<file path="config.mk">
export PLATFORM = sky130hd
export DESIGN_NAME = uart_tx_arbiter_flat
export DESIGN_NICKNAME = d
export VERILOG_FILES = /design/src/rtl/uart_tx_arbiter_if.sv /design/src/rtl/uart_tx_arbiter.sv /design/src/flat_wrapper.sv
export SDC_FILE = /design/constraint.sdc
export NUM_CORES = 1
export LEC_CHECK = 0
export BUFFER_PORTS_ARGS = -buffer_cell sky130_fd_sc_hd__buf_4
export CELL_PAD_IN_SITES_DETAIL_PLACEMENT = 1
export CELL_PAD_IN_SITES_GLOBAL_PLACEMENT = 1
export CORE_MARGIN = 3
export CORE_UTILIZATION = 35
export DETAILED_ROUTE_END_ITERATION = 6
export PLACE_DENSITY = 0.75
export SETUP_SLACK_MARGIN = 0.4
export SYNTH_ARGS = -nofsm -noshare
export SYNTH_HDL_FRONTEND = slang
export SYNTH_SLANG_ARGS = --single-unit
</file>
<file path="constraint.sdc">
create_clock -name clock -period 1.85 [get_ports clock]
set_clock_uncertainty 0.1 [all_clocks]
set_input_delay 0.37 -clock clock [delete_from_list [all_inputs] [get_ports clock]]
set_output_delay 0.37 -clock clock [all_outputs]
set_load 0.005 [all_outputs]
</file>
<file path="src/rtl/uart_tx_arbiter_if.sv">
// Handshake bundle between byte requesters, the UART transmitter and the arbiter.
//   master : environment side (requesters + UART), drives req/req_data/err_clear/uart_tx_done
//   slave  : arbiter side, drives acks, UART launch signals and status
// Signals:
//   req[N_REQ]          per-requester byte valid
//   req_data[8*N_REQ]   requester i byte at [8i+7:8i]
//   req_ack[N_REQ]      one-cycle capture pulse
//   err_clear           clears the sticky timeout flag
//   uart_tx_data[8]     byte presented to the UART
//   uart_tx_ready       one-cycle UART start strobe
//   uart_tx_done        one-cycle UART completion pulse
//   busy                arbiter not idle
//   grant_id[clog2]     last granted requester
//   timeout_err         sticky watchdog abort flag
interface uart_tx_arbiter_if #(
    parameter int unsigned N_REQ = 4
);
    localparam int unsigned ID_W = $clog2(N_REQ);

    logic [N_REQ-1:0]   req;
    logic [8*N_REQ-1:0] req_data;
    logic [N_REQ-1:0]   req_ack;
    logic               err_clear;
    logic [7:0]         uart_tx_data;
    logic               uart_tx_ready;
    logic               uart_tx_done;
    logic               busy;
    logic [ID_W-1:0]    grant_id;
    logic               timeout_err;

    modport master (
        output req, req_data, err_clear, uart_tx_done,
        input  req_ack, uart_tx_data, uart_tx_ready, busy, grant_id, timeout_err
    );

    modport slave (
        input  req, req_data, err_clear, uart_tx_done,
        output req_ack, uart_tx_data, uart_tx_ready, busy, grant_id, timeout_err
    );
endinterface

</file>
<file path="src/rtl/uart_tx_arbiter.sv">
// Shares one UART transmitter among N_REQ byte producers. Round-robin grant,
// byte capture with a one-cycle ack and start strobe, wait for UART completion
// under a watchdog, then a fixed idle gap before the next grant.
// Ports:
//   clock  system clock
//   reset  asynchronous active-high reset
//   bus    uart_tx_arbiter_if.slave (see interface file for signal list)
// Parameters:
//   N_REQ          requesters, 2..8
//   TIMEOUT_CYCLES WAIT_DONE watchdog limit, 0 disables
//   GAP_CYCLES     idle clocks after each byte, >= 1
// Build option:
//   UART_ARB_FIXED_PRIORITY_EN  lowest-index requester always wins (no rr pointer)
module uart_tx_arbiter #(
    parameter int unsigned N_REQ          = 4,
    parameter int unsigned TIMEOUT_CYCLES = 65535,
    parameter int unsigned GAP_CYCLES     = 1
) (
    input logic            clock,
    input logic            reset,
    uart_tx_arbiter_if.slave bus
);
    localparam int unsigned ID_W     = $clog2(N_REQ);
    localparam int unsigned CNT_MAX  = (TIMEOUT_CYCLES > GAP_CYCLES) ? TIMEOUT_CYCLES : GAP_CYCLES;
    localparam int unsigned CNT_W    = $clog2(CNT_MAX + 1);
    localparam int unsigned TO_LAST  = (TIMEOUT_CYCLES == 0) ? 0 : TIMEOUT_CYCLES - 1;
    localparam int unsigned GAP_LAST = (GAP_CYCLES == 0) ? 0 : GAP_CYCLES - 1;

    typedef enum logic [1:0] {
        IDLE      = 2'd0,
        WAIT_DONE = 2'd1,
        GAP       = 2'd2
    } state_t;

    state_t           state;
    logic [CNT_W-1:0] cnt;
    logic [N_REQ-1:0] req_ack;
    logic [7:0]       tx_data;
    logic             tx_ready;
    logic             busy;
    logic [ID_W-1:0]  grant_id;
    logic             timeout_err;

    logic             win_valid;
    logic [ID_W-1:0]  win_id;

`ifdef UART_ARB_FIXED_PRIORITY_EN
    // Lowest-index requester wins; scan high to low so the last hit is the lowest.
    always_comb begin
        win_valid = 1'b0;
        win_id    = '0;
        for (int i = N_REQ - 1; i >= 0; i--) begin
            if (bus.req[ID_W'(i)]) begin
                win_valid = 1'b1;
                win_id    = ID_W'(i);
            end
        end
    end
`else
    localparam int unsigned SUM_W = ID_W + 1;

    logic [ID_W-1:0] ptr;

    // Round-robin: first set bit at ptr+1 .. ptr+N_REQ, modulo N_REQ.
    always_comb begin
        logic [SUM_W-1:0] sum;
        logic [ID_W-1:0]  idx;
        win_valid = 1'b0;
        win_id    = '0;
        sum       = '0;
        idx       = '0;
        for (int i = 1; i <= N_REQ; i++) begin
            sum = {1'b0, ptr} + SUM_W'(i);
            if (sum >= SUM_W'(N_REQ)) begin
                sum = sum - SUM_W'(N_REQ);
            end
            idx = sum[ID_W-1:0];
            if (!win_valid && bus.req[idx]) begin
                win_valid = 1'b1;
                win_id    = idx;
            end
        end
    end
`endif

    // Arbitration FSM with registered outputs.
    always_ff @(posedge clock or posedge reset) begin
        if (reset) begin
            state       <= IDLE;
            cnt         <= '0;
            req_ack     <= '0;
            tx_data     <= '0;
            tx_ready    <= 1'b0;
            busy        <= 1'b0;
            grant_id    <= '0;
            timeout_err <= 1'b0;
`ifndef UART_ARB_FIXED_PRIORITY_EN
            ptr         <= ID_W'(N_REQ - 1);
`endif
        end else begin
            req_ack  <= '0;
            tx_ready <= 1'b0;
            // A watchdog set later in this block overrides the clear.
            if (bus.err_clear) begin
                timeout_err <= 1'b0;
            end

            case (state)
                IDLE: begin
                    if (win_valid) begin
                        tx_data  <= bus.req_data[{win_id, 3'b000} +: 8];
                        req_ack  <= N_REQ'(1) << win_id;
                        tx_ready <= 1'b1;
                        grant_id <= win_id;
`ifndef UART_ARB_FIXED_PRIORITY_EN
                        ptr      <= win_id;
`endif
                        cnt      <= '0;
                        busy     <= 1'b1;
                        state    <= WAIT_DONE;
                    end
                end

                WAIT_DONE: begin
                    if (bus.uart_tx_done) begin
                        cnt   <= '0;
                        state <= GAP;
                    end else if (TIMEOUT_CYCLES != 0 && cnt == CNT_W'(TO_LAST)) begin
                        timeout_err <= 1'b1;
                        cnt         <= '0;
                        state       <= GAP;
                    end else begin
                        cnt <= cnt + CNT_W'(1);
                    end
                end

                GAP: begin
                    if (cnt == CNT_W'(GAP_LAST)) begin
                        cnt   <= '0;
                        busy  <= 1'b0;
                        state <= IDLE;
                    end else begin
                        cnt <= cnt + CNT_W'(1);
                    end
                end

                default: begin
                    cnt   <= '0;
                    busy  <= 1'b0;
                    state <= IDLE;
                end
            endcase
        end
    end

    assign bus.req_ack       = req_ack;
    assign bus.uart_tx_data  = tx_data;
    assign bus.uart_tx_ready = tx_ready;
    assign bus.busy          = busy;
    assign bus.grant_id      = grant_id;
    assign bus.timeout_err   = timeout_err;

endmodule

</file>
<file path="src/flat_wrapper.sv">
// flat-port wrapper written by rule: the top's interface ports become plain ports
module uart_tx_arbiter_flat 
#(
    parameter int unsigned N_REQ          = 4,
    parameter int unsigned TIMEOUT_CYCLES = 65535,
    parameter int unsigned GAP_CYCLES     = 1
)
  (clock, reset, bus_req, bus_req_data, bus_err_clear, bus_uart_tx_done, bus_req_ack, bus_uart_tx_data, bus_uart_tx_ready, bus_busy, bus_grant_id, bus_timeout_err);
  uart_tx_arbiter_if #(.N_REQ(N_REQ)) bus_i ();
  input logic clock;
  input logic reset;
  input wire logic [$bits(bus_i.req)-1:0] bus_req;
  input wire logic [$bits(bus_i.req_data)-1:0] bus_req_data;
  input wire logic [$bits(bus_i.err_clear)-1:0] bus_err_clear;
  input wire logic [$bits(bus_i.uart_tx_done)-1:0] bus_uart_tx_done;
  output wire logic [$bits(bus_i.req_ack)-1:0] bus_req_ack;
  output wire logic [$bits(bus_i.uart_tx_data)-1:0] bus_uart_tx_data;
  output wire logic [$bits(bus_i.uart_tx_ready)-1:0] bus_uart_tx_ready;
  output wire logic [$bits(bus_i.busy)-1:0] bus_busy;
  output wire logic [$bits(bus_i.grant_id)-1:0] bus_grant_id;
  output wire logic [$bits(bus_i.timeout_err)-1:0] bus_timeout_err;
  assign bus_i.req = bus_req;
  assign bus_i.req_data = bus_req_data;
  assign bus_i.err_clear = bus_err_clear;
  assign bus_i.uart_tx_done = bus_uart_tx_done;
  assign bus_req_ack = bus_i.req_ack;
  assign bus_uart_tx_data = bus_i.uart_tx_data;
  assign bus_uart_tx_ready = bus_i.uart_tx_ready;
  assign bus_busy = bus_i.busy;
  assign bus_grant_id = bus_i.grant_id;
  assign bus_timeout_err = bus_i.timeout_err;
  uart_tx_arbiter #(.N_REQ(N_REQ), .TIMEOUT_CYCLES(TIMEOUT_CYCLES), .GAP_CYCLES(GAP_CYCLES)) u_core (.clock(clock), .reset(reset), .bus(bus_i));
endmodule
</file>
Word-level counts from Yosys, hierarchy flattened
Cells that the tools add are included.
Widths: inputs -> output; s select.
{ "totals": {"inputBits": 40, "regBits": 37, "output_inout_bits": 17, "wordCells": 87} }
{ "classes": {"n_addsub": 9, "n_bitwise": 1, "n_mux": 41, "n_eq_ne": 6, "shift": 2, "reduce_logical": 11, "magnitude_cmp": 8} }
{ "ops": {"columns": ["operator", "n"], "rows": [
  ["$mux 16", 4],
  ["$pmux 16 s3", 1],
  ["$shiftx 32x6->8", 1],
  ["$mux 2", 12],
  ["$add 16x1->16 const B", 1],
  ["$eq 16x16->1 const B", 1],
  ["$logic_not 16->1", 1],
  ["$mux 1", 16],
  ["$ge 3x3->1 const B", 4],
  ["$lt 2x3->1 const B", 4],
  ["$bmux 1 s2", 4],
  ["$mux 4", 2],
  ["$sub 2x1->2 const B", 4],
  ["$add 2x2->3 const B", 2],
  ["$pmux 2 s3", 1],
  ["$reduce_and 3->1", 2],
  ["$ne 2x1->1 const B", 2],
  ["$shl 1x2->4 const A", 1],
  ["$add 2x1->3 const B", 1],
  ["$add 2x3->3 const B", 1],
  ["$logic_and 1x1->1", 3],
  ["$logic_not 1->1", 3],
  ["$ne 3x2->1 const B", 1],
  ["$pmux 1 s3", 1],
  ["other kinds (5)", 5]
]} }

Logic depth before layout (Yosys ltp)
{ "depth": {"depth_word": 18, "ltp_mapped": 8, "depth_no_buf": 7} }

Worst setup path after synthesis
No wires, ideal clock.
{ "synth_path": {"path_kind": "register to register", "from": "reg u_core.cnt[0]", "to": "reg u_core.state[1]", "n_path_buf": 0, "required_time_ns": 1.625, "path_stages_with_launch": 8, "setup_slack_ns": 0.018, "synth_period_minus_slack_ns": 1.832, "t_arrival_ns": 1.607, "setup_ns": 0.125, "cell_sequence": "dfrtp_1 inv_1 ha_1 nor3b_1 a41oi_1 o21bai_4 nor2_1 mux2_2"} }
{ "synth_via": {"elab_chain_len": 3, "elab_cells_between_ends": 5, "cone_classes": "eq/ne (3); reduce/logical (2)"} }
{ "synth_lines": {"columns": ["item", "line", "rtl"], "rows": [
  ["start: declaration", "uart_tx_arbiter.sv:36", "logic [CNT_W-1:0] cnt;"],
  ["start signal: assignment", "uart_tx_arbiter.sv:133", "cnt <= cnt + CNT_W'(1);"],
  ["start signal: assignment", "uart_tx_arbiter.sv:143", "cnt <= cnt + CNT_W'(1);"],
  ["$eq 16x16->1 / $logic_not 16->1 (equally long branches)", "uart_tx_arbiter.sv:128, uart_tx_arbiter.sv:138", null],
  ["$ne 3x2->1 (no line) / $ne 2x1->1 (equally long branches)", null, null],
  ["$reduce_and 3->1 (no line) (*)", null, null],
  ["end signal: assignment", "uart_tx_arbiter.sv:127", "state <= GAP;"],
  ["end signal: assignment", "uart_tx_arbiter.sv:131", "state <= GAP;"],
  ["end signal: assignment", "uart_tx_arbiter.sv:141", "state <= IDLE;"],
  ["end: declaration", "uart_tx_arbiter.sv:35", "state_t state;"]
]} }
Every way passes the cells marked *; elsewhere a longest branch is shown, timed or not.
A chain may end at the register's enable or synchronous reset.

Worst setup path after layout
{ "layout_path": {"from": "reg u_core.ptr[1]", "to": "reg u_core.tx_data[7] (netlist: u_core.bus.uart_tx_data[7])"} }
{ "layout_via": {"elab_chain_len": 16, "elab_cells_between_ends": 40, "cone_classes": "add/sub (8); order compare (4); shift (1); mux (20); reduce/logical (7)"} }
{ "layout_lines": {"columns": ["item", "line", "rtl"], "rows": [
  ["start: declaration", "uart_tx_arbiter.sv:62", "logic [ID_W-1:0] ptr;"],
  ["start signal: assignment", "uart_tx_arbiter.sv:98", "ptr <= ID_W'(N_REQ - 1);"],
  ["start signal: assignment", "uart_tx_arbiter.sv:116", "ptr <= win_id;"],
  ["$add 2x1->3", "uart_tx_arbiter.sv:73", "sum = {1'b0, ptr} + SUM_W'(i);"],
  ["$ge 3x3->1 / $sub 2x1->2 (equally long branches)", "uart_tx_arbiter.sv:74, uart_tx_arbiter.sv:75", null],
  ["$mux 2", "uart_tx_arbiter.sv:74", "if (sum >= SUM_W'(N_REQ)) begin"],
  ["$bmux 1 s2", "uart_tx_arbiter.sv:78", "if (!win_valid && bus.req[idx]) begin"],
  ["$mux 1 (not written as such)", "uart_tx_arbiter.sv:78", null],
  ["$mux 1", "uart_tx_arbiter.sv:78", null],
  ["$logic_not 1->1", "uart_tx_arbiter.sv:78", null],
  ["$logic_and 1x1->1", "uart_tx_arbiter.sv:78", null],
  ["$mux 1", "uart_tx_arbiter.sv:78", null],
  ["$logic_not 1->1", "uart_tx_arbiter.sv:78", null],
  ["$logic_and 1x1->1", "uart_tx_arbiter.sv:78", null],
  ["$mux 1", "uart_tx_arbiter.sv:78", null],
  ["$logic_not 1->1", "uart_tx_arbiter.sv:78", null],
  ["$logic_and 1x1->1", "uart_tx_arbiter.sv:78", null],
  ["$mux 2 / $mux 1 (equally long branches)", "uart_tx_arbiter.sv:78", null],
  ["$shiftx 32x6->8 / $reduce_and 2->1 (equally long branches)", null, null],
  ["end signal: assignment", "uart_tx_arbiter.sv:111", "tx_data <= bus.req_data[{win_id, 3'b000} +: 8];"],
  ["end: declaration", "uart_tx_arbiter.sv:38", "logic [7:0] tx_data;"]
]} }
Several ways; a longest one is shown, not always the timed one. The select of a mux whose other input is x is not followed.

==> results.toml <==
[logic_synthesis]
synth-edff-count = 0
synth-seq-cells = 37
yosys.area.top_type = "dfrtp_1"
ys_top_cells_by_count = "dfrtp_1, nor2_1, nand2_1, mux2i_1, inv_1"
synth_area_leaders = "dfrtp_1, mux2i_1, nor2_1"
syn-instance-count = 203
yosysUniqueCellTypes = 45
ys.flop_type = "dfrtp_1"
yosysWarnings = 0
seq_area_frac_synth = 0.454
synth_most_common_cell = "dfrtp_1"
netlist_area_sq_um = 2040
synth_top_area_share = 0.428
synth_fp_nets = 249
async_reset_ff_frac = 1.00
syn_avg_cell_area_sq_um = 10.1

[floorplanning]
rows = 27
die_h_um = 82.4
die-area_sq_um = 6790
ioPinCount = 57
start_util = 0.367
core-area_sq_um = 5570
die_w_um = 82.4

[clock_network]
cts.clk_slew.worst_paths_ns = 0.08
cts_buffer_depth = 2
clock_sinks = 37
cts_tree = "done"
clock_latency_ns = 0.30
cts-root-buf = "clkbuf_8"
ctsHoldBuffers = 0
cts_buffers = 5
htree_num_levels = 2

[critical_path]
rr_worst_depth = 6
critPathRequiredTime_ns = 1.91
reg2reg_slack_ns = -0.03
worst_setup_path_start_kind = "register"
reg2reg_to = "u_core.bus.uart_tx_data[7]$_DFFE_PP0P_"
r2r-start = "u_core.ptr[1]$_DFFE_PP1P_"
path_class = "reg -> reg"
critPathCaptureType = "register"
arrival_ns = 1.95
cp_max_fo = 11

[sta]
setup_viol = 4
finalCritPeriodShare = 1.02
setup_tns_ns = -0.0632
slew_viol_final = 0
setup_ws_ns = -0.0325
worstMarginPinSlew_ns = 0.485
hold_violations = 0
fmax_mhz = 531
period_needed_ns = 1.88
rsz0062_at_grt = "yes"
relSlewSlack = 0.676

[pwr]
p_per_area_nw_per_um2 = 1290
p_leak_nw = 1.54
ir_worst_vdd_mv = 0.707

[grt]
use_met3 = 0.0304
grtUsageMet2 = 0.377
grt_pass1_wl_um = 10700
grt_use_total = 0.209
grt-busiest-layer = "met2"
grt_pass1_vias = 2100
grt_antenna_before_repair = 0
use_met1 = 0.260
grt_overflow = 0
grt_max_degree = 38

[route]
drcViolationCount = 0
viasPerCell = 5.30
totalWireLength_um = 7520
post_drt_wl_per_cell_um = 20.0
postRouteAntennaNets = 0
dr.pass1.iters = 4
vias = 1987
drt_iter0_drc = 72

[placement]
portBuffers = 56
place_inst = 356
postPlaceCellArea_sq_um = 2850
gp_congestion = 0.784
detailed_place_hpwl_um = 4450

[cells_and_area]
drive_above_1_share = 0.554
final_cells = 375
fillCellCount = 604
insertedDiodeCount = 0
layout.nets = 348
area_delta_synth_final_pct = 64.7
final_cell_area_sq_um = 3370

[status]
status = "complete, but fails checks"
violations = "setup timing"

[flow_run]
cap_violations = 0

[worst_hold_path]
hold_class = "in -> async"
==> how the worst max path moves through the flow <==
stage / startpoint / end / slack [ns] / cells after the start
2_1_floorplan: u_core.cnt[0]$_DFFE_PP0P_ / u_core.state[1]$_DFFE_PP0P_ / 0.12 / 7
3_3_place_gp: bus_req[2] / u_core.cnt[12]$_DFFE_PP0P_ / -0.008 / 6
3_5_place_dp: bus_req[2] / u_core.cnt[10]$_DFFE_PP0P_ / -0.05 / 6
4_1_cts: u_core.ptr[1]$_DFFE_PP1P_ / u_core.bus.uart_tx_data[7]$_DFFE_PP0P_ / 0.01 / 5
5_1_grt: u_core.ptr[1]$_DFFE_PP1P_ / u_core.bus.uart_tx_data[7]$_DFFE_PP0P_ / -0.1 / 6
6_report: u_core.ptr[1]$_DFFE_PP1P_ / u_core.bus.uart_tx_data[7]$_DFFE_PP0P_ / -0.03 / 6
==> critical path, cell delays in order (launching register included) <==
cell and delay (ns):
dfstp_2 0.58, nand2_1 0.09, a21oi_2 0.16, o221a_4 0.25
buf_12 0.17, mux2i_2 0.25, o221ai_1 0.16
==> routing by layer <==
metal,part of all wire,routed length [um]
met5,0,0
met1,0.41,3110
met4,0.019,141
met2,0.54,4090
met3,0.024,182
==> through the flow <==
step | util | hold slack [ns] | setup WS, ns | total power [mW]
after floorplan | - | 0.368 | 0.123 | 2.17
after detailed placement | 0.511 | 0.383 | -0.0485 | 2.84
after global routing | 0.604 | 0.127 | -0.0960 | 4.57
after CTS | 0.560 | 0.0965 | 0.0144 | 3.90
final | 0.604 | 0.0866 | -0.0325 | 4.33
after global placement | 0.511 | 0.370 | -0.00833 | 2.78
==> repair_timing <==
action	in CTS	in global routing
pin swaps	7	9
gates resized for setup	13	48
setup endpoints to repair	36	36
cloned	2	0
setup buffers	6	3
==> area by class of cell <==
class,instances,area [sq um],share of cell area
clock buffer,5,68.8,0.0204
clock inverter,3,46.3,0.0137
sequential,37,933,0.277
timing repair buffer,98,848,0.252
tap,72,90.1,0.0268
multi-input combinational,147,1330,0.395
inverter,13,51.3,0.0152
==> kinds of logic after synthesis <==
kind of cell / count (synthesis) / synth area share
simple gates: 82 / 0.203
flops: 37 / 0.454
compound gates: 27 / 0.116
buf+inv: 20 / 0.0465
mux: 18 / 0.0887
xor+xnor: 13 / 0.0557
fa+ha+maj: 6 / 0.0367
==> flip-flops by register name, summed over array words and instances (netlist names) <==
signal and flops:
u_core.bus.busy 1, u_core.bus.uart_tx_ready 1, u_core.bus.timeout_err 1, u_core.bus.grant_id 2, u_core.bus.req_ack 4, u_core.cnt 16, u_core.ptr 2, u_core.state 2
u_core.bus.uart_tx_data 8
==> cells in the final DEF (no fill, tap or decap), types with 6 or more instances in the layout <==
| cell | instances |
|---|---|
| dfrtp_1 | 31 |
| inv_1 | 6 |
| inv_2 | 6 |
| buf_4 | 84 |
| buf_6 | 8 |
| nand2_1 | 21 |
| o221ai_1 | 7 |
| mux2i_1 | 12 |
| xor2_1 | 8 |
| nor2_1 | 23 |
==> report_power, final <==
part | total, mW | leakage [nW] | internal, mW | switching [mW]
clock | 0.723 | 0.0543 | 0.404 | 0.319
combinational | 2.41 | 1.01 | 1.24 | 1.17
sequential | 1.19 | 0.477 | 1.04 | 0.154
(Power assumes the default switching activity.)
